==> config.mk <==
export PLATFORM = sky130hd
export DESIGN_NAME = bram_fifo_flat
export DESIGN_NICKNAME = d
export VERILOG_FILES = /design/src/rtl/bram_fifo_if.sv /design/src/rtl/bram_fifo.sv /design/src/flat_wrapper.sv
export SDC_FILE = /design/constraint.sdc
export NUM_CORES = 1
export LEC_CHECK = 0
export BUFFER_PORTS_ARGS = -buffer_cell sky130_fd_sc_hd__buf_2
export CAP_MARGIN = 20
export CORE_UTILIZATION = 35
export CTS_CLUSTER_DIAMETER = 120
export DETAILED_ROUTE_END_ITERATION = 8
export HOLD_SLACK_MARGIN = 0.15
export SYNTH_ARGS = -nofsm -noshare
export SYNTH_HDL_FRONTEND = slang
export SYNTH_SLANG_ARGS = --single-unit
==> constraint.sdc <==
create_clock -name clk -period 7 [get_ports clk]
set_input_delay 0.7 -clock clk [delete_from_list [all_inputs] [get_ports clk]]
set_output_delay 0.7 -clock clk [all_outputs]
set_load 0.02 [all_outputs]
==> src/rtl/bram_fifo_if.sv <==
// bram_fifo_if: FIFO handshake bundle; master drives wr/w_data/rd, slave returns data, status and occupancy
interface bram_fifo_if #(
  parameter int DATA_WIDTH = 8,
  parameter int ADDR_WIDTH = 4
);
  logic                  wr;
  logic [DATA_WIDTH-1:0] w_data;
  logic                  rd;
  logic [DATA_WIDTH-1:0] r_data;
  logic                  r_valid;
  logic                  empty;
  logic                  full;
  logic [ADDR_WIDTH:0]   count;
  logic                  overflow;
  logic                  underflow;
  modport master (
    output wr, w_data, rd,
    input  r_data, r_valid, empty, full, count, overflow, underflow
  );
  modport slave (
    input  wr, w_data, rd,
    output r_data, r_valid, empty, full, count, overflow, underflow
  );
endinterface

==> src/rtl/bram_fifo.sv <==
// bram_fifo: single-clock FIFO on a simple-dual-port block RAM, standard or first-word-fall-through read
// Ports: clk; rst_n (async, active-low); bus = slave side of bram_fifo_if
//   (wr/w_data/rd in; r_data/r_valid/empty/full/count/overflow/underflow out)
module bram_fifo #(
  parameter int DATA_WIDTH = 8,
  parameter int ADDR_WIDTH = 4,
  parameter int FWFT       = 0
) (
  input logic        clk,
  input logic        rst_n,
  bram_fifo_if.slave bus
);
  localparam logic [ADDR_WIDTH:0] DEPTH   = {1'b1, {ADDR_WIDTH{1'b0}}};
  localparam logic [0:0]          IDLE    = 1'b0;
  localparam logic [0:0]          LOADING = 1'b1;
  (* ram_style = "block" *) logic [DATA_WIDTH-1:0] ram_q [2**ADDR_WIDTH];
  logic [ADDR_WIDTH-1:0] wr_ptr_q, wr_ptr_d, rd_ptr_q, rd_ptr_d;
  logic [ADDR_WIDTH:0]   count_q, count_d, ram_words;
  logic [DATA_WIDTH-1:0] dout_q, out_q, out_d;
  logic [0:0]            state_q, state_d;
  logic                  out_valid_q, out_valid_d, overflow_q, underflow_q;
  logic                  full, empty, wr_acc, pop, move, issue;
  // In FWFT mode count also covers the word in the BRAM output register (LOADING)
  // and the word in the output register, so only the remainder is still in the RAM.
  // In standard mode out_valid_q is simply the one-cycle r_valid pulse of a pop.
  always_comb begin
    full        = count_q == DEPTH;
    empty       = FWFT != 0 ? !out_valid_q : count_q == '0;
    wr_acc      = bus.wr && !full;
    pop         = bus.rd && !empty;
    ram_words   = count_q - (ADDR_WIDTH+1)'(out_valid_q) - (ADDR_WIDTH+1)'(state_q);
    move        = state_q == LOADING && (!out_valid_q || pop);
    issue       = FWFT != 0 ? ram_words != '0 && (state_q == IDLE || move) : pop;
    state_d     = FWFT != 0 ? (issue ? LOADING : move ? IDLE : state_q) : IDLE;
    out_valid_d = FWFT != 0 ? move || (out_valid_q && !pop) : pop;
    out_d       = move ? dout_q : out_q;
    wr_ptr_d    = wr_ptr_q + ADDR_WIDTH'(wr_acc);
    rd_ptr_d    = rd_ptr_q + ADDR_WIDTH'(issue);
    count_d     = count_q + (ADDR_WIDTH+1)'(wr_acc) - (ADDR_WIDTH+1)'(pop);
  end
  always_ff @(posedge clk)
    if (wr_acc) ram_q[wr_ptr_q] <= bus.w_data;
  // A read never targets the address being written: that would need DEPTH unread
  // words in the RAM, in which case the FIFO is full and the write is refused.
  always_ff @(posedge clk or negedge rst_n)
    if (!rst_n) begin
      wr_ptr_q    <= '0;
      rd_ptr_q    <= '0;
      count_q     <= '0;
      dout_q      <= '0;
      out_q       <= '0;
      state_q     <= IDLE;
      out_valid_q <= 1'b0;
      overflow_q  <= 1'b0;
      underflow_q <= 1'b0;
    end else begin
      wr_ptr_q    <= wr_ptr_d;
      rd_ptr_q    <= rd_ptr_d;
      count_q     <= count_d;
      if (issue) dout_q <= ram_q[rd_ptr_q];
      out_q       <= out_d;
      state_q     <= state_d;
      out_valid_q <= out_valid_d;
      overflow_q  <= bus.wr && full;
      underflow_q <= bus.rd && empty;
    end
  assign bus.r_data    = FWFT != 0 ? out_q : dout_q;
  assign bus.r_valid   = out_valid_q;
  assign bus.empty     = empty;
  assign bus.full      = full;
  assign bus.count     = count_q;
  assign bus.overflow  = overflow_q;
  assign bus.underflow = underflow_q;
endmodule

==> src/flat_wrapper.sv <==
// flat-port wrapper written by rule: the top's interface ports become plain ports
module bram_fifo_flat 
#(
  parameter int DATA_WIDTH = 8,
  parameter int ADDR_WIDTH = 4,
  parameter int FWFT       = 0
)
  (clk, rst_n, bus_wr, bus_w_data, bus_rd, bus_r_data, bus_r_valid, bus_empty, bus_full, bus_count, bus_overflow, bus_underflow);
  bram_fifo_if #(.DATA_WIDTH(DATA_WIDTH), .ADDR_WIDTH(ADDR_WIDTH)) bus_i ();
  input logic clk;
  input logic rst_n;
  input wire logic [$bits(bus_i.wr)-1:0] bus_wr;
  input wire logic [$bits(bus_i.w_data)-1:0] bus_w_data;
  input wire logic [$bits(bus_i.rd)-1:0] bus_rd;
  output wire logic [$bits(bus_i.r_data)-1:0] bus_r_data;
  output wire logic [$bits(bus_i.r_valid)-1:0] bus_r_valid;
  output wire logic [$bits(bus_i.empty)-1:0] bus_empty;
  output wire logic [$bits(bus_i.full)-1:0] bus_full;
  output wire logic [$bits(bus_i.count)-1:0] bus_count;
  output wire logic [$bits(bus_i.overflow)-1:0] bus_overflow;
  output wire logic [$bits(bus_i.underflow)-1:0] bus_underflow;
  assign bus_i.wr = bus_wr;
  assign bus_i.w_data = bus_w_data;
  assign bus_i.rd = bus_rd;
  assign bus_r_data = bus_i.r_data;
  assign bus_r_valid = bus_i.r_valid;
  assign bus_empty = bus_i.empty;
  assign bus_full = bus_i.full;
  assign bus_count = bus_i.count;
  assign bus_overflow = bus_i.overflow;
  assign bus_underflow = bus_i.underflow;
  bram_fifo #(.DATA_WIDTH(DATA_WIDTH), .ADDR_WIDTH(ADDR_WIDTH), .FWFT(FWFT)) u_core (.clk(clk), .rst_n(rst_n), .bus(bus_i));
endmodule
# == Word level (Yosys, flattened, before mapping) ==
# Memories as Yosys holds them, arrays and structs flattened. A register that Yosys moved wholly into a read port is not among the register bits.
# Cells that the tools add are included.
# classes
add_sub_neg,4
eq_ne,1
n_mux,2
n_reduce_logical,8
# ops
op,n
$add A4 B1 Y4,2
$add A5 B1 Y5,1
$eq A5 B5 Y1 const B,1
$logic_not A5 Y1,1
$sub A5 B1 Y5,1
$logic_and A1 B1 Y1,4
$logic_not A1 Y1,3
$mux W1,2
# totals
reg_bits,16
ram_bits,128
input_bits,12
out_inout_bits,18
word_cells,22
mem_count,1
# memory_table
name,depth,word_bits,rd,rd_clocked_by_memory_dff,write_ports,line_no,source
u_core.ram_q,16,8,1,1,1,bram_fifo.sv:16,"(* ram_style = ""block"" *) logic [DATA_WIDTH-1:0] ram_q [2**ADDR_WIDTH];"

# == Depth between registers and ports, before layout ==
# Gate-level depths: netlist (run 1).
# depth
depth_word,5
mapped_depth,15
ltp_nobuf,14

# == Least setup slack after synthesis (run 1) ==
# OpenSTA, ideal clock, no wires.
# synth_path
path_kind,register to register
startpoint,reg u_core.count_q[3] (netlist: u_core.bus.count[3])
endpoint,reg u_core.count_q[4] (netlist: u_core.bus.count[4])
setup_time_ps,80
arrival_time_ps,2706
required_time_ps,6920
path_slack_ps,4214
path_stages_with_launch,16
n_path_buf,1
synth_period_minus_slack_ps,2786
cell_sequence,dfrtp_1 > inv_1 > ha_1 > nor4b_4 > nand2b_1 > buf_4 > inv_1 > ha_1 > inv_1 > ha_1 > inv_1 > fa_1 > inv_1 > a21oi_1 > o21bai_1 > xnor2_1
# synth_via
word_cells_on_any_way,8
cone_classes,add/sub (2); eq/ne (1); reduce/logical (5)
# synth_rtl
item,line_no,source
"start, declared",bram_fifo.sv:18,"logic [ADDR_WIDTH:0] count_q, count_d, ram_words;"
"start signal, assigned",bram_fifo.sv:59,count_q <= count_d;
$logic_not A5 Y1,bram_fifo.sv:28,empty = FWFT != 0 ? !out_valid_q : count_q == '0;
net bus_empty,flat_wrapper.sv:17,output wire logic [$bits(bus_i.empty)-1:0] bus_empty;
$logic_not A1 Y1,bram_fifo.sv:30,pop = bus.rd && !empty;
$logic_and A1 B1 Y1,bram_fifo.sv:30,
net u_core.issue,bram_fifo.sv:22,"logic full, empty, wr_acc, pop, move, issue;"
$sub A5 B1 Y5,bram_fifo.sv:39,count_d = count_q + (ADDR_WIDTH+1)'(wr_acc) - (ADDR_WIDTH+1)'(pop);
net u_core.count_d[4],bram_fifo.sv:18,
# The timed path passes the listed nets, and every way through them passes these cells.

# == Final worst setup path (run 1) ==
# layout_path
startpoint,reg u_core.count_q[2] (netlist: u_core.bus.count[2])
endpoint,reg u_core.count_q[4] (netlist: u_core.bus.count[4])
# layout_via
word_cells_on_any_way,8
cone_classes,add/sub (2); eq/ne (1); reduce/logical (5)
# layout_rtl
item,line_no
$logic_not A5 Y1,bram_fifo.sv:28
$logic_not A1 Y1,bram_fifo.sv:30
$logic_and A1 B1 Y1,bram_fifo.sv:30
net u_core.issue,bram_fifo.sv:22
$sub A5 B1 Y5,bram_fifo.sv:39
net u_core.count_d[4],bram_fifo.sv:18
# The timed path passes the listed nets, and every way through them passes these cells.

==> run metrics, run 1 <==
antenna violations before repair 0; Fmax 340.5 MHz; chip height 134.1 µm; die width 134.1 µm; CP startpoint kind register; post-DP HPWL 6.789 mm; clock tree buffer depth 2; Routed Antenna Nets 0; worst path bufs/invs 5; Warnings, synthesis 0; Post-synth EDFFs 128; Hold WC Path Type input port to asynchronous set/reset pin; measured slew at the worst slew-check pin 1111 ps; Clock power frac 0.305; first drt pass iteration count 4; Initial Utilization 0.3633; post-synth top area share 0.6291; Critical Path RT 7350 ps; CP Data Arrival Time 3290 ps; DRC Markers 0; M1 WL 4.667 mm; switching power 0.8805 mW; Routed WL 11.07 mm; TritonCTS Buffers 17; Net Count, Synth 319; Yosys top cell by area edfxtp_1; Post-Synthesis Cells 296; RSZ-0062 raised after global routing no; most frequent CP cell inv_1; Cell Pwr Density 411.6 nW/µm²; outcome finished clean; Vias 2791; boundary pin count 30; Crit. path cell count 14; largest net degree at the start of global routing 34; Post-Syn Area 6110 µm²; core box area 16820 µm²; Slowest-stage cell, CP dfrtp_1; Worst-path clk slew 60 ps; n_diodes 0; H-tree levels 4; WS Path Type register to register; CTS Hold Buffers Added 0; first-pass GRT wire length 17.29 mm; Rows 47; Sw Ratio 0.3042; Min Clock Period, post-route 2937 ps; cts repair resizes 0; Comb power frac 0.249; Pint 2.014 mW; Total Power 2.894 mW; Slew Limit Fails 0; mean routed wirelength per cell 19.57 µm; max incr delay on CP 400 ps; fin crit share 0.4196; GRT Util Overall 0.1369; Root Buffer clkbuf_16; ys flop type edfxtp_1; Final setup viols 0; IO Port Bufs 29; Yosys reg bits 152; WL met3 921 µm; Async SR Flop Fraction 0.1579; library cells used by synthesis 32; clk sinks 152; die area 17990 µm²; Synth Area per Inst 20.64 µm²; Static Leakage 2.513 nW; sequential share of power 0.446; RD Place Congestion 0.8141; DR top layer met4; sequential area share after synthesis 0.7274; worst vdd ir 0.2661 mV; Vias/cell 4.931; vias in the first global route 3003; commonest cells in the netlist 128 x edfxtp_1, 24 x dfrtp_1, 21 x mux4_1; crit-path max FO 9; final-report hold violation count 0; Crit Reg-Reg Startpoint u_core.bus.count[2]; Nets 356; fill count 1501; share of layout cells above drive strength 1 0.2341; crit-path cells inv_1 -> ha_1 -> nor4b_4 -> nand2b_1 -> inv_1 -> ha_1 -> inv_1 -> ha_1 -> inv_1 -> fa_1 -> inv_1 -> a21oi_1 -> o21bai_1 -> xnor2_1; Post-CTS Setup Inserts 0; FF-to-FF End u_core.bus.count[4]; GRT Residual Overflow 0; max-cap viol count 0; Slew HR 0.2596; leading post-synthesis cells by cell area edfxtp_1 63%, dfrtp_1 9.8%, mux4_1 9.0%; setup TNS 0 ps; metal2 WL 5.392 mm; CP endpoint kind register; Area Growth Syn to Fin 15.09%; fin util 0.4181; Worst-Skew Late Latency 430 ps; TritonCTS clock tree built; R2R depth 14; iteration-0 DRC count of the detailed router 181; Crit path max-delay family adder cells; top-count cell post-synth edfxtp_1; clock skew 24.52 ps; R2R Setup Slk 4060 ps
[kinds of logic after synthesis]
family	Yosys count	share of synthesized area
buffers and inverters	24	0.02539
adders and majority gates	11	0.02376
AOI/OAI and AO/OA	12	0.01557
xor gates and xnor gates	8	0.01147
and+or+nand+nor	41	0.03932
DFF	152	0.7274
muxes	48	0.1571
[sequential cells by signal, summed over array words and instances (netlist names)]
signal,flops
u_core.bus.r_data,8
u_core.wr_ptr_q,4
u_core.ram_q,128
u_core.bus.count,5
u_core.rd_ptr_q,4
u_core.bus.underflow,1
u_core.bus.overflow,1
u_core.bus.r_valid,1
[power groups by stage]
stage | sequential [mW] | combinational [mW] | clock, mW
floorplan | 1.24 | 0.598 | 0
finish | 1.29 | 0.720 | 0.882
CTS | 1.34 | 0.679 | 0.900
detailed placement | 1.36 | 0.675 | 0
global placement | 1.35 | 0.663 | 0
global route | 1.31 | 0.795 | 0.935
[worst register-to-register path: cells and delay by family, from the launching register on]
kind                       cells  cell delay, ps
adders and majority gates      4            1030
and+or+nand+nor                2             620
buffers and inverters          5             470
DFF                            1             400
AOI/OAI and AO/OA              2             210
xor gates and xnor gates       1             130
[worst max-delay path by stage]
stage / start / end / slack (ps)
after floorplan: u_core.bus.count[3] / u_core.bus.count[4] / 4210
after global placement: u_core.bus.count[3] / u_core.bus.count[4] / 4210
after detailed placement: u_core.bus.count[2] / u_core.bus.count[4] / 4050
after CTS: u_core.bus.count[2] / u_core.bus.count[4] / 4030
after global routing: u_core.bus.count[2] / u_core.bus.count[4] / 3770
final: u_core.bus.count[2] / u_core.bus.count[4] / 4060
[cells in the final DEF (no fill, tap or decap), drive strengths merged]
| cell type | instances |
|---|---|
| a21o | 1 |
| a21oi | 2 |
| and2 | 2 |
| and4bb | 1 |
| buf | 32 |
| bufinv | 2 |
| clkbuf | 17 |
| clkinv | 6 |
| clkinvlp | 4 |
| dfrtp | 24 |
| edfxtp | 128 |
| fa | 1 |
| ha | 10 |
| inv | 13 |
| mux2i | 16 |
| mux4 | 32 |
| nand2 | 10 |
| nand2b | 4 |
| nand3 | 3 |
| nand3b | 2 |
| nor2 | 12 |
| nor2b | 1 |
| nor3 | 4 |
| nor4b | 1 |
| o21bai | 1 |
| o221ai | 8 |
| or3b | 1 |
| xnor2 | 4 |
| xor2 | 4 |
[final cells by class]
cell class / count / area, µm² / area share
clock buffer: 17 / 425.4 / 0.06050
timing repair buffer: 32 / 180.2 / 0.02562
clock inverter: 15 / 151.4 / 0.02153
multi-input combinational: 120 / 1515 / 0.2155
inverter: 10 / 37.54 / 0.005338
sequential: 152 / 4447 / 0.6324
tap: 220 / 275.3 / 0.03915
[per-stage QoR]
step	setup WS [ps]	instance area (µm²)	std cells	hold WS (ps)
after floorplan	4214	6110	296	404.4
after global placement	4207	6435	533	500.1
after detailed placement	4050	6435	533	500.8
after CTS	4031	7012	565	258.6
after global routing	3772	7032	566	299.5
final	4063	7032	566	251.1
[layer usage]
layer | GRT usage | vias to the layer above
li1 | - | 1275
met4 | 0.05431 | 0
met1 | 0.1731 | 1401
met5 | 0 | -
met2 | 0.2202 | 109
met3 | 0.04195 | 6
No activity file was read; power rests on OpenSTA's default activity.
==> run 2, diff against run 1 <==
Clock period 7 ns to 2.9 ns, I/O delays scaled along.
==> run metrics, run 2 (synthesis results as in run 1) <==
outcome finished clean (unchanged); share of layout cells above drive strength 1 0.2589 (was 0.2341); DP Area 6576 µm² (was 6435 µm²); largest net degree at the start of global routing 34 (unchanged); Worst-path clk slew 60 ps (about the same); WL met3 682 µm (was 921 µm); fill count 1511 (was 1501); TritonCTS clock tree built (unchanged); Routed Antenna Nets 0 (unchanged); Total Power 7.008 mW (was 2.894 mW); Slowest-stage cell, CP fa_1 (was dfrtp_1); Static Leakage 2.622 nW (was 2.513 nW); fin util 0.4266 (was 0.4181); Cell Pwr Density 976.6 nW/µm² (was 411.6 nW/µm²); M1 WL 4.919 mm (was 4.667 mm); DR top layer met4 (unchanged); GRT Util Overall 0.1384 (was 0.1369); most frequent CP cell inv_1 (unchanged); combined area of the multi-input logic cells 1510 µm² (was 1515 µm²); antenna violations before repair 0 (unchanged); boundary pin count 30 (unchanged); CP endpoint kind register (unchanged); clk sinks 152 (unchanged); Critical Path RT 3250 ps (was 7350 ps); Root Buffer clkbuf_16 (unchanged); n_diodes 0 (unchanged); first-pass GRT wire length 17.39 mm (was 17.29 mm); commonest non-fill, non-tap cell in the layout edfxtp_1 (unchanged); Reg area 4446 µm² (was 4447 µm²); TritonCTS Buffers 17 (unchanged); CP Data Arrival Time 2970 ps (was 3290 ps); max-cap viol count 0 (unchanged); Nets 377 (was 356); max reg flops 128 (unchanged); crit-path cells inv_1 -> ha_1 -> nor4b_4 -> nand2b_1 -> inv_1 -> ha_1 -> inv_1 -> ha_1 -> inv_1 -> fa_1 -> inv_1 -> a21oi_1 -> o21bai_1 -> xnor2_1 (unchanged); Final setup viols 0 (unchanged); H-tree levels 4 (unchanged); measured slew at the worst slew-check pin 572.2 ps (was 1111 ps); Crit path max-delay family adder cells (unchanged); CP startpoint kind register (unchanged); Slew HR 0.6186 (was 0.2596); DRC Markers 0 (unchanged); first drt pass iteration count 4 (unchanged); crit-path max FO 5 (was 9); Vias/cell 4.899 (was 4.931); iteration-0 DRC count of the detailed router 157 (was 181); Hold WC Path Type input port to register (was input port to asynchronous set/reset pin); Largest Register u_core.ram_q (unchanged); Worst-Skew Late Latency 420 ps (was 430 ps); GRT Residual Overflow 0 (unchanged); fin area 7176 µm² (was 7032 µm²); most frequent cells in the layout 128 x edfxtp_1, 29 x buf_2, 23 x dfrtp_1 (was 128 x edfxtp_1, 29 x buf_2, 22 x dfrtp_1); WS Path Type register to register (unchanged); worst path bufs/invs 5 (unchanged); WHS 245.3 ps (was 251.1 ps); Min Clock Period, post-route 2626 ps (was 2937 ps); RD Place Congestion 0.7326 (was 0.8141); final-report hold violation count 0 (unchanged); die area 17990 µm² (unchanged); max incr delay on CP 400 ps (about the same); Rows 47 (unchanged); post-DP HPWL 7.031 mm (was 6.789 mm); Vias 2876 (was 2791); IO Port Bufs 29 (unchanged); metal2 WL 5.470 mm (was 5.392 mm); worst vdd ir 0.6064 mV (was 0.2661 mV); Initial Utilization 0.3633 (unchanged); chip height 134.1 µm (unchanged); vias in the first global route 3058 (was 3003); core box area 16820 µm² (unchanged); clock tree buffer depth 2 (unchanged); Routed WL 11.25 mm (was 11.07 mm); mean routed wirelength per cell 19.17 µm (was 19.57 µm); clock skew 6.978 ps (was 24.52 ps); Slew Limit Fails 0 (unchanged); die width 134.1 µm (unchanged); Area Growth Syn to Fin 17.45% (was 15.09%); Fmax 380.8 MHz (was 340.5 MHz); R2R Setup Slk 270 ps (was 4060 ps); fin crit share 0.9054 (was 0.4196)
run 2: final cells by class:
type	count	area share
clock buffer	18	0.05981
clock inverter	14	0.01848
inverter	10	0.005231
multi-input combinational	120	0.2105
sequential	152	0.6195
tap	220	0.03836
timing repair buffer	53	0.04813
run 2: final timing paths:
check                                      from              endpoint  cells past startpoint
setup reg to reg            u_core.bus.count[3]   u_core.bus.count[4]                     14
hold reg to reg            u_core.bus.r_data[0]  u_core.bus.r_data[0]                      2
setup / recovery            u_core.bus.count[3]   u_core.bus.count[4]                     14
hold / removal                    bus_w_data[1]   u_core.ram_q[12][1]                      1
max in group asynchronous                 rst_n    u_core.rd_ptr_q[0]                      2
min in group asynchronous                 rst_n   u_core.bus.count[3]                      2
run 2: through the flow:
step                      TNS (ps)  cells  worst slack, ps
final                            0    587            274.2
after global routing        -1.752    587           -1.752
after CTS                        0    586            270.6
after detailed placement         0    551            290.5
after global placement           0    551            410.9
after floorplan                  0    296            113.9
run 2: repair_timing:
action / 4_1_cts / 5_1_grt
endpoints found under the setup margin: 0 / 1
hold buffers: 3 / 0
gates resized for setup: 0 / 0
buffers inserted: 0 / 1
hold endpoints to repair: 26 / 0
run 2: worst register-to-register path, stage by stage (launching register included):
cell and delay [ps]:
dfrtp_1 390, inv_1 90, ha_1 170, nor4b_4 230, nand2b_1 180, inv_1 100, ha_1 280, inv_1 60
ha_1 150, inv_1 50, fa_1 400, inv_1 70, a21oi_1 60, o21bai_1 160, xnor2_1 140
run 2: report_power, final:
part           switching [mW]  internal [mW]  total, mW
clock                   0.844           1.25       2.10
combinational            1.02          0.918       1.93
sequential              0.255           2.72       2.98
run 2: per-layer routing:
| layer | global-route usage | vias up |
|---|---|---|
| li1 | - | 1315 |
| met1 | 0.1767 | 1469 |
| met2 | 0.2202 | 72 |
| met3 | 0.04308 | 20 |
| met4 | 0.05556 | 0 |
| met5 | 0 | - |
